**config.mk**
```make
export PLATFORM = sky130hd
export DESIGN_NAME = event_bcd_counter
export DESIGN_NICKNAME = d
export VERILOG_FILES = /design/src/rtl/event_bcd_counter_pkg.sv /design/src/rtl/bcd_digit.sv /design/src/rtl/event_bcd_counter.sv
export SDC_FILE = /design/constraint.sdc
export NUM_CORES = 1
export LEC_CHECK = 0
export ABC_AREA = 1
export ABC_CLOCK_PERIOD_IN_PS = 1380
export CAP_MARGIN = 20
export CORE_ASPECT_RATIO = 0.75
export CORE_UTILIZATION = 44
export CTS_CLUSTER_DIAMETER = 50
export DETAILED_ROUTE_END_ITERATION = 16
export HOLD_SLACK_MARGIN = 0.02
export PLACE_DENSITY = 0.7
export SLEW_MARGIN = 0
export SYNTH_ARGS = -nofsm -noshare
export SYNTH_HDL_FRONTEND = slang
export SYNTH_SLANG_ARGS = --single-unit
```
**constraint.sdc**
```tcl
create_clock -name clk -period 1.38 [get_ports clk]
set_input_delay 0.138 -clock clk [delete_from_list [all_inputs] [get_ports clk]]
set_output_delay 0.138 -clock clk [all_outputs]
set_load 0.05 [all_outputs]
```
**src/rtl/event_bcd_counter_pkg.sv**
```systemverilog
// Shared widths and helpers for the debounced event counter and its BCD decades.
package event_bcd_counter_pkg;

  localparam int unsigned BCD_W      = 4;
  localparam int unsigned NUM_DIGITS = 4;
  localparam logic [BCD_W-1:0] BCD_MAX = 4'd9;

  function automatic logic is_max(input logic [BCD_W-1:0] d);
    return d == BCD_MAX;
  endfunction

endpackage

```
**src/rtl/bcd_digit.sv**
```systemverilog
// One BCD decade (0..9) with carry-in/carry-out; chained to build the live count.
module bcd_digit
  import event_bcd_counter_pkg::*;
(
  input  logic             clk,
  input  logic             rst,
  input  logic             clr,
  input  logic             cin,
  output logic [BCD_W-1:0] q,
  output logic             cout
);

  logic [BCD_W-1:0] r_q;

  // Out-of-range values (10..15) fall back to 0 on the next increment.
  always_ff @(posedge clk or posedge rst) begin
    if (rst) begin
      r_q <= '0;
    end else if (clr) begin
      r_q <= '0;
    end else if (cin) begin
      r_q <= (r_q >= BCD_MAX) ? '0 : r_q + 1'b1;
    end
  end

  assign q    = r_q;
  assign cout = cin & is_max(r_q);

endmodule

```
**src/rtl/event_bcd_counter.sv**
```systemverilog
// Debounced rising-edge counter driving four frozen-on-refresh BCD display digits.
module event_bcd_counter
  import event_bcd_counter_pkg::*;
#(
  parameter int unsigned DEBOUNCE = 16,
  parameter bit          SATURATE = 1'b0
) (
  input  logic             clk,
  input  logic             rst,
  input  logic             inp,
  input  logic             clr,
  input  logic             freeze,
  output logic [BCD_W-1:0] count0,
  output logic [BCD_W-1:0] count1,
  output logic [BCD_W-1:0] count2,
  output logic [BCD_W-1:0] count3,
  output logic             ovf,
  output logic             evt
);

  localparam int unsigned CNT_W = $clog2(DEBOUNCE + 1);
  localparam logic [CNT_W-1:0] DEB_LAST = CNT_W'(DEBOUNCE - 1);

  logic             r_s1, r_s2, r_db, r_db_d, r_evt, r_ovf;
  logic [CNT_W-1:0] r_deb_cnt;
  logic [BCD_W-1:0] r_disp [NUM_DIGITS];
  logic [BCD_W-1:0] w_live [NUM_DIGITS];
  logic [NUM_DIGITS-1:0] w_cin, w_cout;
  logic             w_inc, w_all9, w_cin0, w_ovf_set;

  always_ff @(posedge clk or posedge rst) begin
    if (rst) begin
      r_s1      <= 1'b0;
      r_s2      <= 1'b0;
      r_db      <= 1'b0;
      r_db_d    <= 1'b0;
      r_deb_cnt <= '0;
      r_evt     <= 1'b0;
    end else begin
      r_s1   <= inp;
      r_s2   <= r_s1;
      r_db_d <= r_db;
      r_evt  <= w_inc;
      if (r_s2 == r_db) begin
        r_deb_cnt <= '0;
      end else if (r_deb_cnt == DEB_LAST) begin
        r_db      <= r_s2;
        r_deb_cnt <= '0;
      end else begin
        r_deb_cnt <= r_deb_cnt + 1'b1;
      end
    end
  end

  assign w_inc = r_db & ~r_db_d;

  always_comb begin
    w_all9 = 1'b1;
    for (int i = 0; i < NUM_DIGITS; i++) begin
      w_all9 = w_all9 & is_max(w_live[i]);
    end
  end

  // Saturation blocks the chain at its source; clr wins over a coincident event.
  assign w_cin0 = w_inc & ~clr & ~(SATURATE & w_all9);
  assign w_ovf_set = SATURATE ? (w_inc & ~clr & w_all9) : w_cout[NUM_DIGITS-1];

  for (genvar gi = 0; gi < NUM_DIGITS; gi++) begin : g_digit
    if (gi == 0) begin : g_first
      assign w_cin[gi] = w_cin0;
    end else begin : g_rest
      assign w_cin[gi] = w_cout[gi-1];
    end
    bcd_digit u_digit (
      .clk  (clk),
      .rst  (rst),
      .clr  (clr),
      .cin  (w_cin[gi]),
      .q    (w_live[gi]),
      .cout (w_cout[gi])
    );
  end

  always_ff @(posedge clk or posedge rst) begin
    if (rst) begin
      r_ovf <= 1'b0;
    end else if (clr) begin
      r_ovf <= 1'b0;
    end else if (w_ovf_set) begin
      r_ovf <= 1'b1;
    end
  end

  always_ff @(posedge clk or posedge rst) begin
    if (rst) begin
      for (int i = 0; i < NUM_DIGITS; i++) r_disp[i] <= '0;
    end else if (!freeze) begin
      for (int i = 0; i < NUM_DIGITS; i++) r_disp[i] <= w_live[i];
    end
  end

  assign count0 = r_disp[0];
  assign count1 = r_disp[1];
  assign count2 = r_disp[2];
  assign count3 = r_disp[3];
  assign ovf    = r_ovf;
  assign evt    = r_evt;

endmodule

```
; Word-level counts from Yosys, hierarchy flattened
; Index checks and enable logic that the tools add are counted.
[totals]
ff_bits = 43
out_inout_bits = 18
elab_cells = 61
[classes]
add_sub_neg = 5
magnitude_cmp = 4
eq_ne = 6
muxes = 16
bitwise = 9
reduce_logical = 6
[ops]
columns = operator, count
row1 = $mux 4, 12
row2 = $add 4x1->4 const B, 4
row3 = $eq 4x4->1 const B, 4
row4 = $ge 4x4->1 const B, 4
row5 = $mux 5, 2
row6 = $reduce_bool 2->1, 5
row7 = $and 1x1->1, 6
row8 = $add 5x1->5 const B, 1
row9 = $eq 5x4->1 const B, 1
row10 = $not 1->1, 3
row11 = $mux 1, 2
row12 = $reduce_and 2->1, 1
row13 = $eq 1x1->1, 1

; Depth between registers and ports, before layout
[logic_depth]
depth_word = 9
depth_mapped = 9

; Cells and area by module
; A second synthesis with hierarchy kept.
[hier_totals]
hier_cells = 214
hier_area_um2 = 2117.0
[modules_own_cells]
columns = module, instances, cells_each, area_each_um2, seq_area_each_um2
row1 = event_bcd_counter, 1, 78, 1071.0, 675.6
row2 = bcd_digit, 4, 34, 261.5, 100.1

; Worst setup path before layout
; No wires, ideal clock.
[synth_timing]
path_type = reg-to-reg
start = register g_digit[0].u_digit.r_q[1]
end = register g_digit[3].u_digit.r_q[0]
arrival_ns = 1.180
required_time_ns = 1.263
slack_ns = 0.083
path_stages_with_launch = 8
path_buffers = 0
period_less_slack_ns = 1.297
cell_sequence = dfrtp_1 inv_1 ha_1 nand3_4 nor2_8 nand3_4 nand3_1 nand2_1
[synth_via]
elab_chain_cells = 5
[synth_lines]
columns = element, line_no
row1 = start: declaration, bcd_digit.sv:13  ; logic [BCD_W-1:0] r_q;
row2 = start signal: assignment, bcd_digit.sv:22  ; r_q <= (r_q >= BCD_MAX) ? '0 : r_q + 1'b1;
row3 = $eq 4x4->1, event_bcd_counter_pkg.sv:9  ; return d == BCD_MAX;
row4 = $and 1x1->1 (3 in series), bcd_digit.sv:27  ; assign cout = cin & is_max(r_q);
row5 = $reduce_bool 2->1 (no line), -
row6 = end signal: assignment, bcd_digit.sv:22
row7 = end: declaration, bcd_digit.sv:13
; Every way passes these cells.
; A chain may end at the register's enable or synchronous reset.

; Worst setup path in the final report
[layout_timing]
start = register g_digit[0].u_digit.r_q[1]
end = register g_digit[1].u_digit.r_q[2]
[layout_via]
elab_chain_cells = 3
[layout_lines]
columns = element, line_no
row1 = $eq 4x4->1, event_bcd_counter_pkg.sv:9
row2 = $and 1x1->1, bcd_digit.sv:27
row3 = $reduce_bool 2->1 (no line), -
row4 = end signal: assignment, bcd_digit.sv:22
row5 = end: declaration, bcd_digit.sv:13
; Every way passes these cells.

==> results.yml <==
detailed_routing:
  drt_iter0_drc: 95
  ant_nets: 0
  vias: 1561
  wirelength_um: 3910
  drc_errors: 0
  wl_per_cell_um: 12.2
  firstDrtPassIters: 5
  viasPerCell: 4.88
floorplanning:
  die_y_um: 61.4
  core.rowCount: 21
  num_io_pins: 23
  initial_core_util_pct: 46.1
  fp.dieArea_sq_mm: 0.00498
  core-area_sq_mm: 0.00449
  die_x_um: 81.2
synth:
  ys_seq_area_share_pct: 52.0
  synth_edf_count: 0
  synthArstFlopShare_pct: 100
  synthTopCellsByArea: "dfrtp_1 (52%), nand2_1 (9.1%), ha_1 (7.9%), o21ai_0 (7.3%), nand3_1 (4.4%)"
  synth_nets: 240
  yosys.area.top_type: "dfrtp_1"
  yosysUniqueCellTypes: 21
  synthFlopType: "dfrtp_1"
  synth_area_sq_mm: 0.00207
  ys_ff_latch: 43
  yosys_warnings: 0
  synth_top_area_share_pct: 52.0
  netlist_instances: 222
  syn_area_per_cell_sq_um: 9.32
clocking:
  htree_levels: 2
  clock_path_buffers: 2
  clock_sinks: 43
  numCtsBuffers: 5
  cts_tree: "yes"
  cts_root_buf: "clkbuf_8"
  hold_buffers: 0
  path_clk_slew_ns: 0.08
  clk_latency_ns: 0.30
placement:
  place.gp.congestion: 0.805
  io_buffers: 22
  dp_hpwl_um: 2950
  dpl_cell_area_sq_mm: 0.00261
timing:
  fmax_mhz: 770
  post-route-min-period_ns: 1.30
  tightest_slew_ns: 0.472
  setup_viol: 0
  relSlewSlack_pct: 68.2
  maxSlewViolCount: 0
  final.setup_skew_ns: 0.0101
  rsz0062_at_grt: "true"
  finalCritPeriodShare_pct: 94.1
  fin_tns_setup_ns: 0
  hold_viol_final: 0
worst_setup_path:
  arrival_ns: 1.52
  path_cells: "inv_2, ha_4, nand3_4, nor2_8, buf_4, nand4_1, o21ai_0"
  crit_slowest_cell: "dfrtp_1"
  critPathMaxFanout: 4
  slowest_delay_ns: 0.41
  reg2reg_depth: 7
  critPathRequiredTime_ns: 1.60
  critPathKind: "flop to flop"
  cp-end-kind: "flop"
  critPathLaunchType: "flop"
hold_path:
  hold_path.class: "input pin to async pin"
final_layout:
  area_delta_synth_final_pct: 33.1
  utilization_pct: 61.3
  antenna_cells: 0
  drive_gt1_share_pct: 22.4
  nets: 282
  fin_area_sq_mm: 0.00276
global_routing:
  first_global_vias: 1384
  track_usage_pct: 18.4
  overflow: 0
  antenna_found_initial: 0
  grt_pass1_wl_um: 6560
  grt_max_degree: 44
power_and_ir_drop:
  power_leakage_nw: 1.35
  power_density_mw_per_mm2: 849
  vdd_ir_drop_max_mv: 0.550
  total_power_mw: 2.34
outcome:
  status: "completed"
flow_run:
  maxCapViolCount: 0
cells in the final DEF, fill, tap and decap left out, types with 2 or more instances in the layout:
cell type,n
a21oi_1,5
buf_12,18
buf_4,17
clkbuf_8,5
clkdlybuf4s50_1,4
dfrtp_1,43
ha_1,11
ha_4,2
inv_1,21
inv_2,3
nand2_1,48
nand2_2,2
nand2_4,2
nand3_1,18
nand3_4,3
nand4_1,3
nor2_1,13
nor2_2,2
o21ai_0,24
o21ai_1,6
xor2_1,6
critical path: cells and delay by family, from the launching register on:
family                   cells  cell delay (ns)
buffers and inverters        2             0.23
AO/OA/AOI/OAI                1             0.09
flip-flops                   1             0.41
adder cells (fa/ha/maj)      1             0.14
AND/OR/NAND/NOR              3             0.36
cell usage after synthesis, types with 2 or more instances:
cell type	count
a21oi_1	5
nand3_1	18
nand2_4	2
nand3_4	3
nor2_1	15
nand4_1	3
inv_1	23
ha_1	13
dfrtp_1	43
xor2_1	6
o21ai_0	30
nand2_1	50
clkbuf_1	3
what timing repair did:
item / 4_1_cts / 5_1_grt
gates resized for setup: 2 / 14
pin swaps: 2 / 2
buffers inserted: 2 / 3
endpoints found under the setup margin: 13 / 16
final timing paths:
check,from,endpoint,slack (ns)
worst max-delay path,g_digit[0].u_digit.q[1],g_digit[1].u_digit.q[2],0.08
worst min-delay path,rst,r_s1,0.19
worst max register to register,g_digit[0].u_digit.q[1],g_digit[1].u_digit.q[2],0.08
worst min register to register,r_s1,r_s2,0.37
max in group asynchronous,rst,g_digit[3].u_digit.q[2],0.99
min in group clk,inp,r_s1,0.28
routing by layer:
layer / GRT usage, % / share of wire [%] / wire [um] / vias to the layer above
met2: 25.3 / 44 / 1700 / 42
met5: 0 / 0 / 0 / -
li1: - / - / - / 803
met4: 8.42 / 1.4 / 53 / 0
met1: 26.9 / 51 / 1990 / 711
met3: 5.33 / 4.1 / 161 / 5
layout make-up:
cell class                 instances  area, sq um
fill                             378         1740
sequential                        43         1080
tap                               57         71.3
multi-input combinational        151          913
inverter                          24         90.1
clock buffer                       5         68.8
clock inverter                     1         7.51
timing repair buffer              39          528
where the power goes:
part / switching (mW) / internal, mW / total (mW)
combinational: 0.157 / 0.116 / 0.274
clock: 0.409 / 0.336 / 0.744
sequential: 0.0288 / 1.29 / 1.32
total: 0.595 / 1.74 / 2.34
flip-flops by register name, summed over array words and instances, names as in the netlist:
signal,cells
g_digit.u_digit.q,16
r_deb_cnt,5
count0,4
count1,4
count2,4
count3,4
evt,1
ovf,1
r_db,1
r_db_d,1
r_s1,1
r_s2,1
through the flow:
stage / setup slack [ns] / hold WS [ns] / std cells
finish: 0.0818 / 0.191 / 320
floorplan: 0.0834 / 0.169 / 222
global placement: 0.0327 / 0.332 / 309
CTS: 0.00209 / 0.200 / 317
detailed placement: -0.0236 / 0.365 / 309
global route: -0.0282 / 0.239 / 320
cell families after synthesis:
| kind of cell | Yosys count | synth area share (%) |
|---|---|---|
| AO/OA/AOI/OAI | 35 | 8.46 |
| XOR/XNOR | 6 | 2.54 |
| adder cells (fa/ha/maj) | 13 | 7.86 |
| buffers and inverters | 28 | 5.56 |
| flip-flops | 43 | 52.0 |
| multiplexers | 1 | 0.544 |
| AND/OR/NAND/NOR | 96 | 23.0 |
(Power assumes the default switching activity.)
